`config.mk`:
```
export PLATFORM = sky130hd
export DESIGN_NAME = sdram_arbiter
export DESIGN_NICKNAME = d
export VERILOG_FILES = /design/src/rtl/sdram_arbiter.sv
export SDC_FILE = /design/constraint.sdc
export NUM_CORES = 1
export LEC_CHECK = 0
export CORE_MARGIN = 2
export CORE_UTILIZATION = 42
export DETAILED_ROUTE_END_ITERATION = 16
export PLACE_DENSITY_LB_ADDON = 0.1
export SYNTH_ARGS = -nofsm -noshare
export SYNTH_HDL_FRONTEND = slang
export SYNTH_SLANG_ARGS = --single-unit
```
`constraint.sdc`:
```
create_clock -name clk_i -period 2.5 [get_ports clk_i]
set_clock_uncertainty 0.05 [all_clocks]
set_input_delay 0.75 -clock clk_i [delete_from_list [all_inputs] [get_ports clk_i]]
set_output_delay 0.75 -clock clk_i [all_outputs]
set_load 0.05 [all_outputs]
```
`src/rtl/sdram_arbiter.sv`:
```
// sdram_arbiter
//   Shares one SDRAM controller command port between two requesters.
//   Port 0 (video scan-out) has fixed priority. Port 1 (CPU bus) is
//   guaranteed one grant after VID_MAX_CONSEC back-to-back port-0 grants
//   taken while it was waiting. A transaction runs from command accept to
//   the owner's ACK. A watchdog force-releases an owner that goes silent
//   for ACK_TIMEOUT cycles.
//
// Ports
//   clk_i, rst_ni                 clock, async active-low reset
//   mN_cmd_valid / mN_cmd_ready   requester command handshake (ready = 1-cycle pulse)
//   mN_wr, mN_addr_x16, mN_wdata  requester command payload
//   mN_resp_valid, mN_rdata       read data routed back to the owner only
//   mN_ack                        requester ends its transaction
//   s_cmd_valid / s_cmd_ready     controller command handshake
//   s_wr, s_addr_x16, s_wdata     payload latched at accept, held until taken
//   s_resp_valid, s_rdata         controller read data
//   s_ack                         owner's ACK (or forced release), delayed 1 cycle
//   grant_o                       one-hot current owner, 00 = none
//   err_timeout_o                 sticky: a forced release has happened
module sdram_arbiter #(
  parameter int VID_MAX_CONSEC = 4,
  parameter int ACK_TIMEOUT    = 1024,
  parameter int AW             = 24
) (
  input  logic          clk_i,
  input  logic          rst_ni,
  input  logic          m0_cmd_valid,
  output logic          m0_cmd_ready,
  input  logic          m0_wr,
  input  logic [AW-1:0] m0_addr_x16,
  input  logic [15:0]   m0_wdata,
  output logic          m0_resp_valid,
  output logic [15:0]   m0_rdata,
  input  logic          m0_ack,
  input  logic          m1_cmd_valid,
  output logic          m1_cmd_ready,
  input  logic          m1_wr,
  input  logic [AW-1:0] m1_addr_x16,
  input  logic [15:0]   m1_wdata,
  output logic          m1_resp_valid,
  output logic [15:0]   m1_rdata,
  input  logic          m1_ack,
  output logic          s_cmd_valid,
  input  logic          s_cmd_ready,
  output logic          s_wr,
  output logic [AW-1:0] s_addr_x16,
  output logic [15:0]   s_wdata,
  input  logic          s_resp_valid,
  input  logic [15:0]   s_rdata,
  output logic          s_ack,
  output logic [1:0]    grant_o,
  output logic          err_timeout_o
);

  localparam int CW = $clog2(VID_MAX_CONSEC + 1);
  localparam int TW = $clog2(ACK_TIMEOUT + 1);
  localparam logic [CW-1:0] CONSEC_MAX = CW'(VID_MAX_CONSEC);
  localparam logic [TW-1:0] TMO_LAST   = TW'(ACK_TIMEOUT - 1);

  typedef enum logic [1:0] {IDLE, ISSUE, BUSY} state_t;

  state_t        state_q, state_d;
  logic [1:0]    grant_q, grant_d;
  logic [CW-1:0] consec_q, consec_d;
  logic [TW-1:0] tmo_q, tmo_d;
  logic          err_q, err_d;
  logic          rdy0_q, rdy0_d, rdy1_q, rdy1_d;
  logic          rv0_q, rv0_d, rv1_q, rv1_d;
  logic [15:0]   rd0_q, rd0_d, rd1_q, rd1_d;
  logic          sack_q, sack_d;
  logic          swr_q, swr_d;
  logic [AW-1:0] saddr_q, saddr_d;
  logic [15:0]   swd_q, swd_d;

  logic pick1;
  logic own_ack;

  // Port 1 wins when port 0 is idle, or when video has used up its run.
  assign pick1   = m1_cmd_valid && (!m0_cmd_valid || (consec_q == CONSEC_MAX));
  // Only the current owner's ACK counts; the other port's ACK is ignored.
  assign own_ack = grant_q[1] ? m1_ack : m0_ack;

  always_comb begin
    state_d  = state_q;
    grant_d  = grant_q;
    consec_d = consec_q;
    tmo_d    = '0;
    err_d    = err_q;
    rdy0_d   = 1'b0;
    rdy1_d   = 1'b0;
    rv0_d    = 1'b0;
    rv1_d    = 1'b0;
    rd0_d    = rd0_q;
    rd1_d    = rd1_q;
    sack_d   = 1'b0;
    swr_d    = swr_q;
    saddr_d  = saddr_q;
    swd_d    = swd_q;

    unique case (state_q)
      IDLE: begin
        if (m0_cmd_valid || m1_cmd_valid) begin
          state_d = ISSUE;
          if (pick1) begin
            grant_d  = 2'b10;
            rdy1_d   = 1'b1;
            consec_d = '0;
            swr_d    = m1_wr;
            saddr_d  = m1_addr_x16;
            swd_d    = m1_wdata;
          end else begin
            grant_d = 2'b01;
            rdy0_d  = 1'b1;
            swr_d   = m0_wr;
            saddr_d = m0_addr_x16;
            swd_d   = m0_wdata;
            // The run length only grows while port 1 is actually waiting.
            if (!m1_cmd_valid) begin
              consec_d = '0;
            end else if (consec_q != CONSEC_MAX) begin
              consec_d = consec_q + 1'b1;
            end
          end
        end
      end

      ISSUE: begin
        if (s_cmd_ready) begin
          state_d = BUSY;
        end
      end

      BUSY: begin
        if (s_resp_valid) begin
          if (grant_q[1]) begin
            rv1_d = 1'b1;
            rd1_d = s_rdata;
          end else begin
            rv0_d = 1'b1;
            rd0_d = s_rdata;
          end
        end
        if (own_ack) begin
          sack_d  = 1'b1;
          state_d = IDLE;
          grant_d = 2'b00;
        end else if (s_resp_valid) begin
          tmo_d = '0;
        end else if (tmo_q == TMO_LAST) begin
          // Owner went silent: release the port and emit the ACK on its behalf.
          sack_d  = 1'b1;
          err_d   = 1'b1;
          state_d = IDLE;
          grant_d = 2'b00;
        end else begin
          tmo_d = tmo_q + 1'b1;
        end
      end

      default: begin
        state_d = IDLE;
        grant_d = 2'b00;
      end
    endcase
  end

  always_ff @(posedge clk_i or negedge rst_ni) begin
    if (!rst_ni) begin
      state_q  <= IDLE;
      grant_q  <= 2'b00;
      consec_q <= '0;
      tmo_q    <= '0;
      err_q    <= 1'b0;
      rdy0_q   <= 1'b0;
      rdy1_q   <= 1'b0;
      rv0_q    <= 1'b0;
      rv1_q    <= 1'b0;
      rd0_q    <= '0;
      rd1_q    <= '0;
      sack_q   <= 1'b0;
      swr_q    <= 1'b0;
      saddr_q  <= '0;
      swd_q    <= '0;
    end else begin
      state_q  <= state_d;
      grant_q  <= grant_d;
      consec_q <= consec_d;
      tmo_q    <= tmo_d;
      err_q    <= err_d;
      rdy0_q   <= rdy0_d;
      rdy1_q   <= rdy1_d;
      rv0_q    <= rv0_d;
      rv1_q    <= rv1_d;
      rd0_q    <= rd0_d;
      rd1_q    <= rd1_d;
      sack_q   <= sack_d;
      swr_q    <= swr_d;
      saddr_q  <= saddr_d;
      swd_q    <= swd_d;
    end
  end

  assign m0_cmd_ready  = rdy0_q;
  assign m1_cmd_ready  = rdy1_q;
  assign m0_resp_valid = rv0_q;
  assign m1_resp_valid = rv1_q;
  assign m0_rdata      = rd0_q;
  assign m1_rdata      = rd1_q;
  assign s_cmd_valid   = (state_q == ISSUE);
  assign s_wr          = swr_q;
  assign s_addr_x16    = saddr_q;
  assign s_wdata       = swd_q;
  assign s_ack         = sack_q;
  assign grant_o       = grant_q;
  assign err_timeout_o = err_q;

endmodule

```
# Word-level counts from Yosys, hierarchy flattened
# Cells that the tools add are included.
[word_totals]
ff_bits = 97
input_bits = 106
output_inout_bits = 82
word_cells = 79
[classes]
n_addsub = 2
eq_ne = 10
n_mux = 36
n_bitwise = 4
reduce_logical = 12
[op_table]
columns = ["operator", "count"]
rows = [
  ["11-bit 2-to-1 mux", 4],
  ["24-bit 2-to-1 mux", 1],
  ["1-bit 2-to-1 mux", 18],
  ["16-bit 2-to-1 mux", 1],
  ["2-bit 2-to-1 mux", 7],
  ["2-bit one-hot mux with 3 select lines", 2],
  ["4-bit AND reduction", 3],
  ["11-bit by 1-bit adder with 11-bit output, second input constant", 1],
  ["11-bit by 10-bit equality test with 1-bit output, second input constant", 1],
  ["3-bit 2-to-1 mux", 3],
  ["3-bit inequality test, second input constant", 3],
  ["3-bit AND reduction", 3],
  ["1-bit inverter", 4],
  ["3-bit by 1-bit adder with 3-bit output, second input constant", 1],
  ["3-bit equality test, second input constant", 1],
  ["3-bit by 1-bit inequality test with 1-bit output, second input constant", 1],
  ["2-bit by 1-bit equality test with 1-bit output, second input constant", 1],
  ["2-bit equality test, second input constant", 1],
  ["2-bit zero test", 1],
  ["1-bit logical OR", 2],
  ["2-bit by 1-bit inequality test with 1-bit output, second input constant", 1],
  ["2-bit inequality test, second input constant", 1],
  ["2-bit AND reduction", 1],
  ["1-bit logical AND", 1],
  ["1-bit zero test", 1],
]

# Depth between registers and ports, before layout
# Gate-level depths: netlist of the first run.
[depth]
depth_word = 6
mapped_depth = 7
mapped_depth_nobuf = 5

# Worst setup path after synthesis of the first run
# Ideal clock, no wire load.
[synth_path]
path_type = "input port to flip-flop"
startpoint = "input m1_cmd_valid"
endpoint = "register saddr_q[10] (netlist: s_addr_x16[10])"
setup_time_ns = 0.082
t_arrival_ns = 1.788
required_time_ns = 2.368
slack_ns = 0.580
cell_stages = 6
path_buffers = 3
cell_sequence = "or2_2 > clkbuf_1 > and2_1 > buf_2 > clkbuf_1 > a31oi_1"
[synth_between]
elab_chain_len = 2
word_cells_on_any_way = 4
cone_classes = "mux: 1; reduce/logical: 3"
[synth_rtl]
columns = ["item", "line", "text"]
rows = [
  ["start: declaration", "36", "input logic m1_cmd_valid,"],
  ["1-bit logical AND or 1-bit logical OR (tied branches)", "80, 103", ""],
  ["24-bit 2-to-1 mux or 2-bit AND reduction (tied branches)", "--", ""],
  ["end signal: assignment", "199", "saddr_q <= saddr_d;"],
  ["end: declaration", "73", "logic [AW-1:0] saddr_q, saddr_d;"],
]
# Parallel ways exist; a longest one is shown, timed or not.
# A chain may end at the register's enable or synchronous reset.

# Worst setup path in the final report of the first run
[layout_path]
startpoint = "register grant_q[0] (netlist: grant_o[0])"
endpoint = "output grant_o[0]"
[layout_rtl]
columns = ["item", "line", "text"]
rows = [
  ["start: declaration", "64", "logic [1:0] grant_q, grant_d;"],
  ["start signal: assignment", "187", "grant_q <= grant_d;"],
  ["end: declaration", "52", "output logic [1:0] grant_o,"],
]
# No word-level cell between the ends.

==> results.py, run 1 <==
metrics = {
    "floorplanning": {
        "std_cell_rows": 37,
        "die_x_um": 106,
        "core_region_area_um2": 10200,
        "start_util_pct": 42.7,
        "die_h_um": 106,
        "io_pins": 188,
        "die-area_um2": 11200,
    },
    "cts": {
        "htreeDepth": 3,
        "root_buffer": "clkbuf_8",
        "ctsLongestPathBuffers": 2,
        "cts_made_buffers": 9,
        "clk_pin_slew_ps": 100,
        "cts_resized": 0,
        "cts_tree": "done",
        "cts_setup_buffers": 0,
        "clkLatencyLatePin_ps": 360,
        "cts_sinks": 97,
        "cts_hold_repair.buffers": 0,
    },
    "placed_design": {
        "placed_area_um2": 6440,
        "portBuffers": 187,
        "place_congestion": 0.816,
        "dpl.hpwl_um": 8980,
    },
    "worst_setup_path": {
        "worst-path-buf-inv": 1,
        "cp_slowest_stage_delay_ps": 840,
        "reg2reg_to": "m0_rdata[7]",
        "required_ps": 1700,
        "worst_setup_path_start_kind": "flip-flop",
        "worstPathArrival_ps": 1570,
        "path_depth": 1,
        "crit_family": "buffers and inverters",
        "reg2reg_setup_slack_ps": 610,
        "critPathSlowestCell": "clkdlybuf4s50_1",
        "endpoint_kind": "primary output",
        "critPathCapture": "grant_o[0]",
        "path_class": "flip-flop to primary output",
        "ff2ff_path_depth": 4,
        "r2r_start": "state_q[1]",
        "crit_fanout": 3,
        "startpoint": "grant_o[0]",
        "worstPathCellList": "clkdlybuf4s50_1",
    },
    "global_route": {
        "grt_pass1_vias": 4017,
        "grt_max_degree": 51,
        "grt_overflow": 0,
        "track_usage_pct": 22.7,
        "grt_pass1_wl_um": 20400,
        "antenna_found_initial": 0,
    },
    "timing": {
        "period_share_pct": 94.9,
        "drv_slew": 0,
        "rsz0062_at_grt": "no",
        "worstMarginPinSlew_ps": 549,
        "finalCriticalPeriod_ps": 2370,
        "slew_headroom_pct": 63.3,
        "fmax_ghz": 0.422,
        "hold_slack_ps": 270,
        "setup-tns-final_ps": 0,
        "hold_viol_final": 0,
        "setup_viol": 0,
    },
    "final_layout": {
        "drive_above_1_share_pct": 12.6,
        "fin_area_um2": 6640,
        "diodes": 0,
        "syn_to_final_growth_pct": 52.9,
        "fin_nets": 702,
        "fillers": 806,
    },
    "route": {
        "ant_nets": 0,
        "remaining_drc_errors": 0,
        "routed_wl_um": 12700,
        "dr.pass1.iters": 5,
        "vias_per_cell": 5.54,
        "drt_iter0_drc": 196,
        "vias": 4061,
        "wire_per_inst_um": 17.3,
    },
    "yosys": {
        "synth_edf_count": 0,
        "async_reset_ff_share_pct": 100,
        "synth_top_flop_cell": "dfrtp_1",
        "synth-seq-cells": 97,
        "yosysSeqAreaShare_pct": 55.9,
        "synth.distinct_cells": 43,
        "synth_area_um2": 4340,
        "syn_nets": 524,
        "syn_inst": 415,
        "syn_avg_cell_area_um2": 10.5,
        "ys_warn_count": 0,
    },
    "job": {
        "cap_violations": 0,
    },
    "power": {
        "leakage_nw": 2.64,
        "power.density_nw_per_um2": 1330,
        "vdd_ir_drop_max_mv": 0.847,
    },
    "run_status": {
        "status": "finished, final reports clean",
    },
    "hold_path": {
        "hold_class": "primary input to asynchronous set/reset pin",
    },
}
-- placed cells by master, fill, tap and decap left out, types with 4 or more instances in the layout --
| master | Yosys | layout |
|---|---|---|
| a21oi_1 | 44 | 44 |
| nand2_1 | 6 | 6 |
| buf_12 | 0 | 5 |
| clkbuf_8 | 0 | 9 |
| buf_4 | 1 | 16 |
| nand3_1 | 49 | 49 |
| dfrtp_1 | 97 | 97 |
| inv_1 | 8 | 8 |
| or3_1 | 4 | 4 |
| a31oi_1 | 41 | 41 |
| nor3_1 | 6 | 6 |
| clkdlybuf4s50_1 | 0 | 185 |
| mux2_2 | 32 | 32 |
| o21ai_0 | 48 | 48 |
-- routing by layer --
| layer | track usage (%) | routed length [um] | vias to the layer above |
|---|---|---|---|
| met5 | 0 | 0 | - |
| met4 | 9.02 | 286 | 0 |
| met3 | 4.95 | 974 | 23 |
| met2 | 36.9 | 6370 | 192 |
| met1 | 29.7 | 5080 | 1964 |
| li1 | - | - | 1882 |
-- per-stage QoR --
step | cells | worst slack (ps) | utilization [%] | power, mW
6_report | 733 | 128 | 65.2 | 8.83
5_1_grt | 733 | 70.7 | 65.2 | 9.25
4_1_cts | 733 | 88.9 | 65.2 | 8.89
3_5_place_dp | 718 | 225 | 63.2 | 7.85
3_3_place_gp | 718 | 293 | 63.2 | 7.75
2_1_floorplan | 415 | 580 | - | 5.93
-- cell usage after synthesis, types with 2 or more instances --
cell / instances / area share [%]
o21ai_0: 48 / 5.5
xor2_1: 2 / 0.40
nand2_1: 6 / 0.52
nor3_1: 6 / 0.69
dfrtp_1: 97 / 56
nor3b_1: 2 / 0.35
a31oi_1: 41 / 5.9
nor2b_1: 3 / 0.43
mux2_2: 32 / 8.3
a211oi_1: 3 / 0.52
nand2b_1: 2 / 0.29
or3_1: 4 / 0.58
nand3_1: 49 / 5.6
inv_1: 8 / 0.69
nor2_1: 2 / 0.17
clkbuf_1: 33 / 2.9
mux2i_1: 2 / 0.46
buf_2: 5 / 0.58
a21oi_1: 44 / 5.1
ha_1: 3 / 0.86
-- state kept, by name (all words and copies together), names as in the netlist, 2 cells and up --
register    count
consec_q        3
grant_o         2
s_addr_x16     24
s_wdata        16
m0_rdata       16
state_q         2
tmo_q          11
m1_rdata       16
-- cell type report --
cell class                 instances  area (um^2)  area share, %
multi-input combinational        271         1740           26.2
clock buffer                       9          124           1.87
inverter                           8         30.0          0.452
tap                              136          170           2.56
timing repair buffer             206         2070           31.2
sequential                        97         2430           36.6
clock inverter                     6         75.1           1.13
-- cells by family after synthesis --
family	after synthesis	share of synthesized area (%)
flip-flops	97	55.9
AND/OR/NAND/NOR	84	10.5
adder cells (fa/ha/maj)	3	0.864
XOR/XNOR	3	0.605
AO/OA/AOI/OAI	147	19.1
buffers and inverters	47	4.29
multiplexers	34	8.76
-- power by group --
group	internal (mW)	leakage, nW	switching (mW)
registers	2.23	1.18	0.377
logic	1.81	1.36	3.37
clock network	0.473	0.0982	0.569
-- worst min-delay path by stage --
| stage | endpoint | slack, ps | cells past startpoint |
|---|---|---|---|
| 5_1_grt | m1_rdata[8] | 290 | 1 |
| 6_report | m1_rdata[8] | 270 | 1 |
| 3_5_place_dp | err_timeout_o | 410 | 1 |
| 3_3_place_gp | err_timeout_o | 400 | 1 |
| 2_1_floorplan | consec_q[0] | 400 | 0 |
| 4_1_cts | m1_rdata[8] | 270 | 1 |
Power figures use the tool's default switching activity.
==> run 2, diff against run 1 <==
==> constraint.sdc (replaced) <==
create_clock -name clk_i -period 2.5 [get_ports clk_i]
set_clock_uncertainty 0.05 [all_clocks]
set_input_delay 0.375 -clock clk_i [delete_from_list [all_inputs] [get_ports clk_i]]
set_output_delay 0.375 -clock clk_i [all_outputs]
set_load 0.05 [all_outputs]
==> results.py, run 2 (same netlist as run 1, synthesis figures left out) <==
metrics = {
    "global_route": {
        "track_usage_pct": 22.5,
        "grt_pass1_wl_um": 20100,
        "use_met2_pct": 36.5,
        "top_usage_layer": "met2",
        "met3_usage_pct": 3.96,
        "grt_pass1_vias": 3872,
        "use_met1_pct": 30.8,
        "grt_overflow": 0,
        "grt_max_degree": 51,
        "antenna_found_initial": 0,
    },
    "power": {
        "power.density_nw_per_um2": 1340,
        "vdd_ir_drop_max_mv": 0.907,
        "p_int_mw": 4.53,
        "pwr-share-clk_pct": 12.3,
        "p_seq_share_pct": 29.5,
        "power_frac_comb_pct": 58.2,
        "switching_power_mw": 4.32,
        "leakage_nw": 2.64,
        "switching_share_pct": 48.8,
    },
    "floorplanning": {
        "io_pins": 188,
        "die_x_um": 106,
        "die_h_um": 106,
        "start_util_pct": 42.7,
        "die-area_um2": 11200,
        "std_cell_rows": 37,
        "core_region_area_um2": 10200,
    },
    "timing": {
        "worstMarginPinSlew_ps": 639,
        "finalCriticalPeriod_ps": 2310,
        "slew_headroom_pct": 57.4,
        "drv_slew": 0,
        "fmax_ghz": 0.433,
        "fin_ws_ps": 192,
        "rsz0062_at_grt": "no",
        "period_share_pct": 92.3,
        "setup-tns-final_ps": 0,
        "hold_viol_final": 0,
        "hold_slack_ps": 435,
        "setup_viol": 0,
    },
    "final_layout": {
        "final_common_cell": "clkdlybuf4s50_1",
        "largest_reg_flops": 24,
        "diodes": 0,
        "final_cell_mix": "clkdlybuf4s50_1 (186), dfrtp_1 (97), nand3_1 (49)",
        "syn_to_final_growth_pct": 52.4,
        "fillers": 820,
        "drive_above_1_share_pct": 12.1,
        "fin_nets": 700,
    },
    "placed_design": {
        "place_congestion": 0.791,
        "dpl.hpwl_um": 8760,
        "place_ws_ps": 364,
        "portBuffers": 187,
    },
    "worst_setup_path": {
        "crit_fanout": 5,
        "worst_setup_path_start_kind": "flip-flop",
        "startpoint": "state_q[1]",
        "worstPathArrival_ps": 1880,
        "endpoint_kind": "primary output",
        "required_ps": 2080,
        "r2r_start": "state_q[1]",
        "path_class": "flip-flop to primary output",
    },
    "hold_path": {
        "hold_class": "flip-flop to flip-flop",
        "min_from": "err_timeout_o",
    },
    "route": {
        "routed_wl_um": 12300,
        "ant_nets": 0,
        "vias_per_cell": 5.40,
        "remaining_drc_errors": 0,
        "vias": 3956,
        "drt_iter0_drc": 175,
        "dr.pass1.iters": 8,
        "wire_per_inst_um": 16.8,
    },
    "cts": {
        "cts_made_buffers": 9,
        "cts_setup_buffers": 0,
        "clkLatencyLatePin_ps": 350,
        "cts_tree": "done",
        "ctsLongestPathBuffers": 2,
        "root_buffer": "clkbuf_8",
        "htreeDepth": 3,
        "cts_sinks": 97,
        "clk_pin_slew_ps": 100,
    },
    "job": {
        "cap_violations": 0,
    },
    "run_status": {
        "status": "finished, final reports clean",
    },
}
-- run 2: path summary, 6_finish.rpt --
kind / end / slack, ps / depth (start not counted)
min in group asynchronous: m1_rdata[8] / 520 / 2
hold / removal: err_timeout_o / 430 / 1
setup / recovery: s_cmd_valid / 190 / 3
hold reg to reg: err_timeout_o / 430 / 1
setup reg to reg: m1_rdata[9] / 480 / 3
max in group asynchronous: err_timeout_o / 1200 / 3
-- run 2: cell type report --
cell class,instances,area (um^2),share of cell area [%]
Sequential cell,97,2430,36.7
Timing Repair Buffer,204,2040,30.8
Multi-Input combinational cell,271,1740,26.3
Tap cell,136,170,2.57
Clock buffer,9,124,1.87
Clock inverter,7,92.6,1.40
Inverter,8,30.0,0.453
-- run 2: what timing repair did --
| item | 4_1_cts | 5_1_grt |
|---|---|---|
| hold buffers | 1 | 0 |
| gates resized for setup | 0 | 0 |
| endpoints found under the setup margin | 0 | 0 |
| endpoints found under the hold margin | 9 | 0 |
-- run 2: metrics by stage --
| stage | area [um^2] | instances | power, mW | util (%) |
|---|---|---|---|---|
| 3_5_place_dp | 6400 | 715 | 7.82 | 62.8 |
| 4_1_cts | 6620 | 732 | 8.92 | 65.0 |
| 5_1_grt | 6620 | 732 | 9.29 | 65.0 |
| 6_report | 6620 | 732 | 8.85 | 65.0 |
| 3_3_place_gp | 6400 | 715 | 7.74 | 62.8 |
| 2_1_floorplan | 4340 | 415 | 5.93 | - |
-- run 2: power by group through the flow --
| stage | clock network, mW | registers [mW] | logic, mW |
|---|---|---|---|
| 3_5_place_dp | 0 | 2.64 | 5.18 |
| 3_3_place_gp | 0 | 2.62 | 5.12 |
| 4_1_cts | 1.12 | 2.61 | 5.18 |
| 5_1_grt | 1.18 | 2.70 | 5.41 |
| 2_1_floorplan | 0 | 4.78 | 1.15 |
| 6_report | 1.09 | 2.61 | 5.15 |
-- run 2: routing by layer --
metal / vias up / routed length (um)
li1: 1878 / -
met1: 1904 / 5340
met2: 159 / 5980
met3: 15 / 769
met4: 0 / 179
met5: - / 0
-- run 2: critical path, stage by stage, from the launching register on --
cell,delay [ps]
dfrtp_1,450
nand2b_1,180
inv_1,80
clkdlybuf4s50_1,820
==> run 3, diff against run 2 <==
--- a/config.mk
+++ b/config.mk
@@ -6,7 +6,7 @@
 export NUM_CORES = 1
 export LEC_CHECK = 0
 export CORE_MARGIN = 2
-export CORE_UTILIZATION = 42
+export CORE_UTILIZATION = 38
 export DETAILED_ROUTE_END_ITERATION = 16
 export PLACE_DENSITY_LB_ADDON = 0.1
 export SYNTH_ARGS = -nofsm -noshare
==> constraint.sdc (replaced) <==
create_clock -name clk_i -period 2 [get_ports clk_i]
set_clock_uncertainty 0.05 [all_clocks]
set_input_delay 0.3 -clock clk_i [delete_from_list [all_inputs] [get_ports clk_i]]
set_output_delay 0.3 -clock clk_i [all_outputs]
set_load 0.05 [all_outputs]
==> results.py, run 3 (same netlist as run 1, synthesis figures left out) <==
metrics = {
    "route": {
        "wire_per_inst_um": 17.3,
        "vias": 4011,
        "ant_nets": 0,
        "vias_per_cell": 5.39,
        "drt_iter0_drc": 168,
        "routed_wl_um": 12800,
        "remaining_drc_errors": 0,
        "dr.pass1.iters": 4,
    },
    "final_layout": {
        "final_cell_mix": "clkdlybuf4s50_1 (182), dfrtp_1 (97), nand3_1 (49)",
        "drive_above_1_share_pct": 13.5,
        "fin_util_pct": 60.2,
        "largest_reg_flops": 24,
        "syn_to_final_growth_pct": 56.2,
        "fillers": 976,
        "final_common_cell": "clkdlybuf4s50_1",
        "fin_nets": 705,
        "diodes": 0,
    },
    "worst_setup_path": {
        "reg2reg_to": "m0_rdata[8]",
        "worstPathArrival_ps": 1520,
        "path_class": "flip-flop to primary output",
        "ff2ff_path_depth": 4,
        "required_ps": 1650,
        "crit_family": "buffers and inverters",
        "endpoint_kind": "primary output",
        "worst-path-buf-inv": 1,
        "crit_fanout": 2,
        "reg2reg_setup_slack_ps": 290,
        "critPathSlowestCell": "clkdlybuf4s50_1",
        "worst_setup_path_start_kind": "flip-flop",
        "path_depth": 1,
        "r2r_start": "state_q[1]",
        "worstPathCellList": "clkdlybuf4s50_1",
        "cp_slowest_stage_delay_ps": 830,
    },
    "timing": {
        "finalCriticalPeriod_ps": 1870,
        "rsz0062_at_grt": "no",
        "slew_headroom_pct": 63.8,
        "setup-tns-final_ps": 0,
        "period_share_pct": 93.7,
        "drv_slew": 0,
        "fmax_ghz": 0.534,
        "setup_viol": 0,
        "hold_viol_final": 0,
        "worstMarginPinSlew_ps": 541,
    },
    "power": {
        "power.density_nw_per_um2": 1710,
        "power_frac_comb_pct": 56.1,
        "switching_power_mw": 5.40,
        "vdd_ir_drop_max_mv": 1.02,
        "leakage_nw": 2.72,
        "switching_share_pct": 46.6,
        "p_seq_share_pct": 28.1,
        "pwr-share-clk_pct": 15.8,
        "p_int_mw": 6.19,
    },
    "global_route": {
        "grt_pass1_vias": 4076,
        "grt_pass1_wl_um": 21200,
        "antenna_found_initial": 0,
        "grt_overflow": 0,
        "grt_max_degree": 50,
        "track_usage_pct": 21.4,
    },
    "cts": {
        "clkLatencyLatePin_ps": 330,
        "ctsLongestPathBuffers": 2,
        "cts_sinks": 97,
        "clk_pin_slew_ps": 60,
        "cts_made_buffers": 9,
        "htreeDepth": 3,
        "root_buffer": "clkbuf_16",
        "cts_tree": "done",
    },
    "run_status": {
        "status": "finished, final reports clean",
    },
    "placed_design": {
        "place_congestion": 0.795,
        "dpl.hpwl_um": 8990,
        "portBuffers": 187,
    },
    "floorplanning": {
        "die_x_um": 111,
        "io_pins": 188,
        "die-area_um2": 12300,
        "die_h_um": 111,
        "std_cell_rows": 39,
        "core_region_area_um2": 11300,
        "start_util_pct": 38.5,
    },
    "hold_path": {
        "hold_class": "primary input to asynchronous set/reset pin",
    },
    "job": {
        "cap_violations": 0,
    },
}
[run 3: changes by cell type in the layout (fill, tap and decap cells not counted), sizes merged]
cell and delta:
clkbuf +2, clkinv +2, clkdlybuf4s50 -4, bufinv +1, buf +9, inv -5
[run 3: through the flow]
step	area (um^2)	hold slack, ps	power, mW	setup slack (ps)	cells
after floorplan	4340	-45.6	7.41	213	415
after global placement	6440	61.1	9.71	176	727
after detailed placement	6440	60.3	9.82	111	727
after CTS	6770	244	11.7	101	744
after global routing	6780	243	12.2	82.0	744
final	6780	264	11.6	127	744
[run 3: how the worst max path moves through the flow]
| stage | slack, ps | from | to |
|---|---|---|---|
| floorplan | 210 | grant_o[1] | tmo_q[5] |
| global placement | 180 | s_resp_valid | m1_rdata[9] |
| detailed placement | 110 | state_q[1] | m1_rdata[6] |
| CTS | 100 | state_q[1] | m1_rdata[6] |
| global route | 80 | s_addr_x16[22] | s_addr_x16[22] |
| finish | 130 | s_wdata[0] | s_wdata[0] |
[run 3: final cells by class]
cell class	instances	area [um^2]	area share [%]
flip-flops and latches	97	2430	35.8
repair buffers	209	2070	30.6
multi-input cells	271	1750	25.8
clock buffers	11	243	3.58
well taps	143	179	2.64
clock inverters	5	78.8	1.16
inverters	8	30.0	0.443
[run 3: metal layers]
metal / GRT usage (%) / wire, um
met2: 34.5 / 6230
met5: 0 / 0
met4: 7.58 / 204
met3: 4.92 / 876
met1: 28.3 / 5540
[run 3: power by group through the flow]
stage          clock network (mW)  registers (mW)  logic (mW)
5_1_grt                      1.98            3.38        6.82
3_5_place_dp                    0            3.29        6.53
6_report                     1.83            3.26        6.50
3_3_place_gp                    0            3.25        6.45
4_1_cts                      1.88            3.27        6.54
2_1_floorplan                   0            5.97        1.44
[run 3: what timing repair did]
action                                 in CTS  in global routing
endpoints found under the hold margin      97                  0
setup endpoints to repair                   0                 16
buffers inserted                            0                  0
gates resized for setup                     0                  2
hold buffers                                1                  0
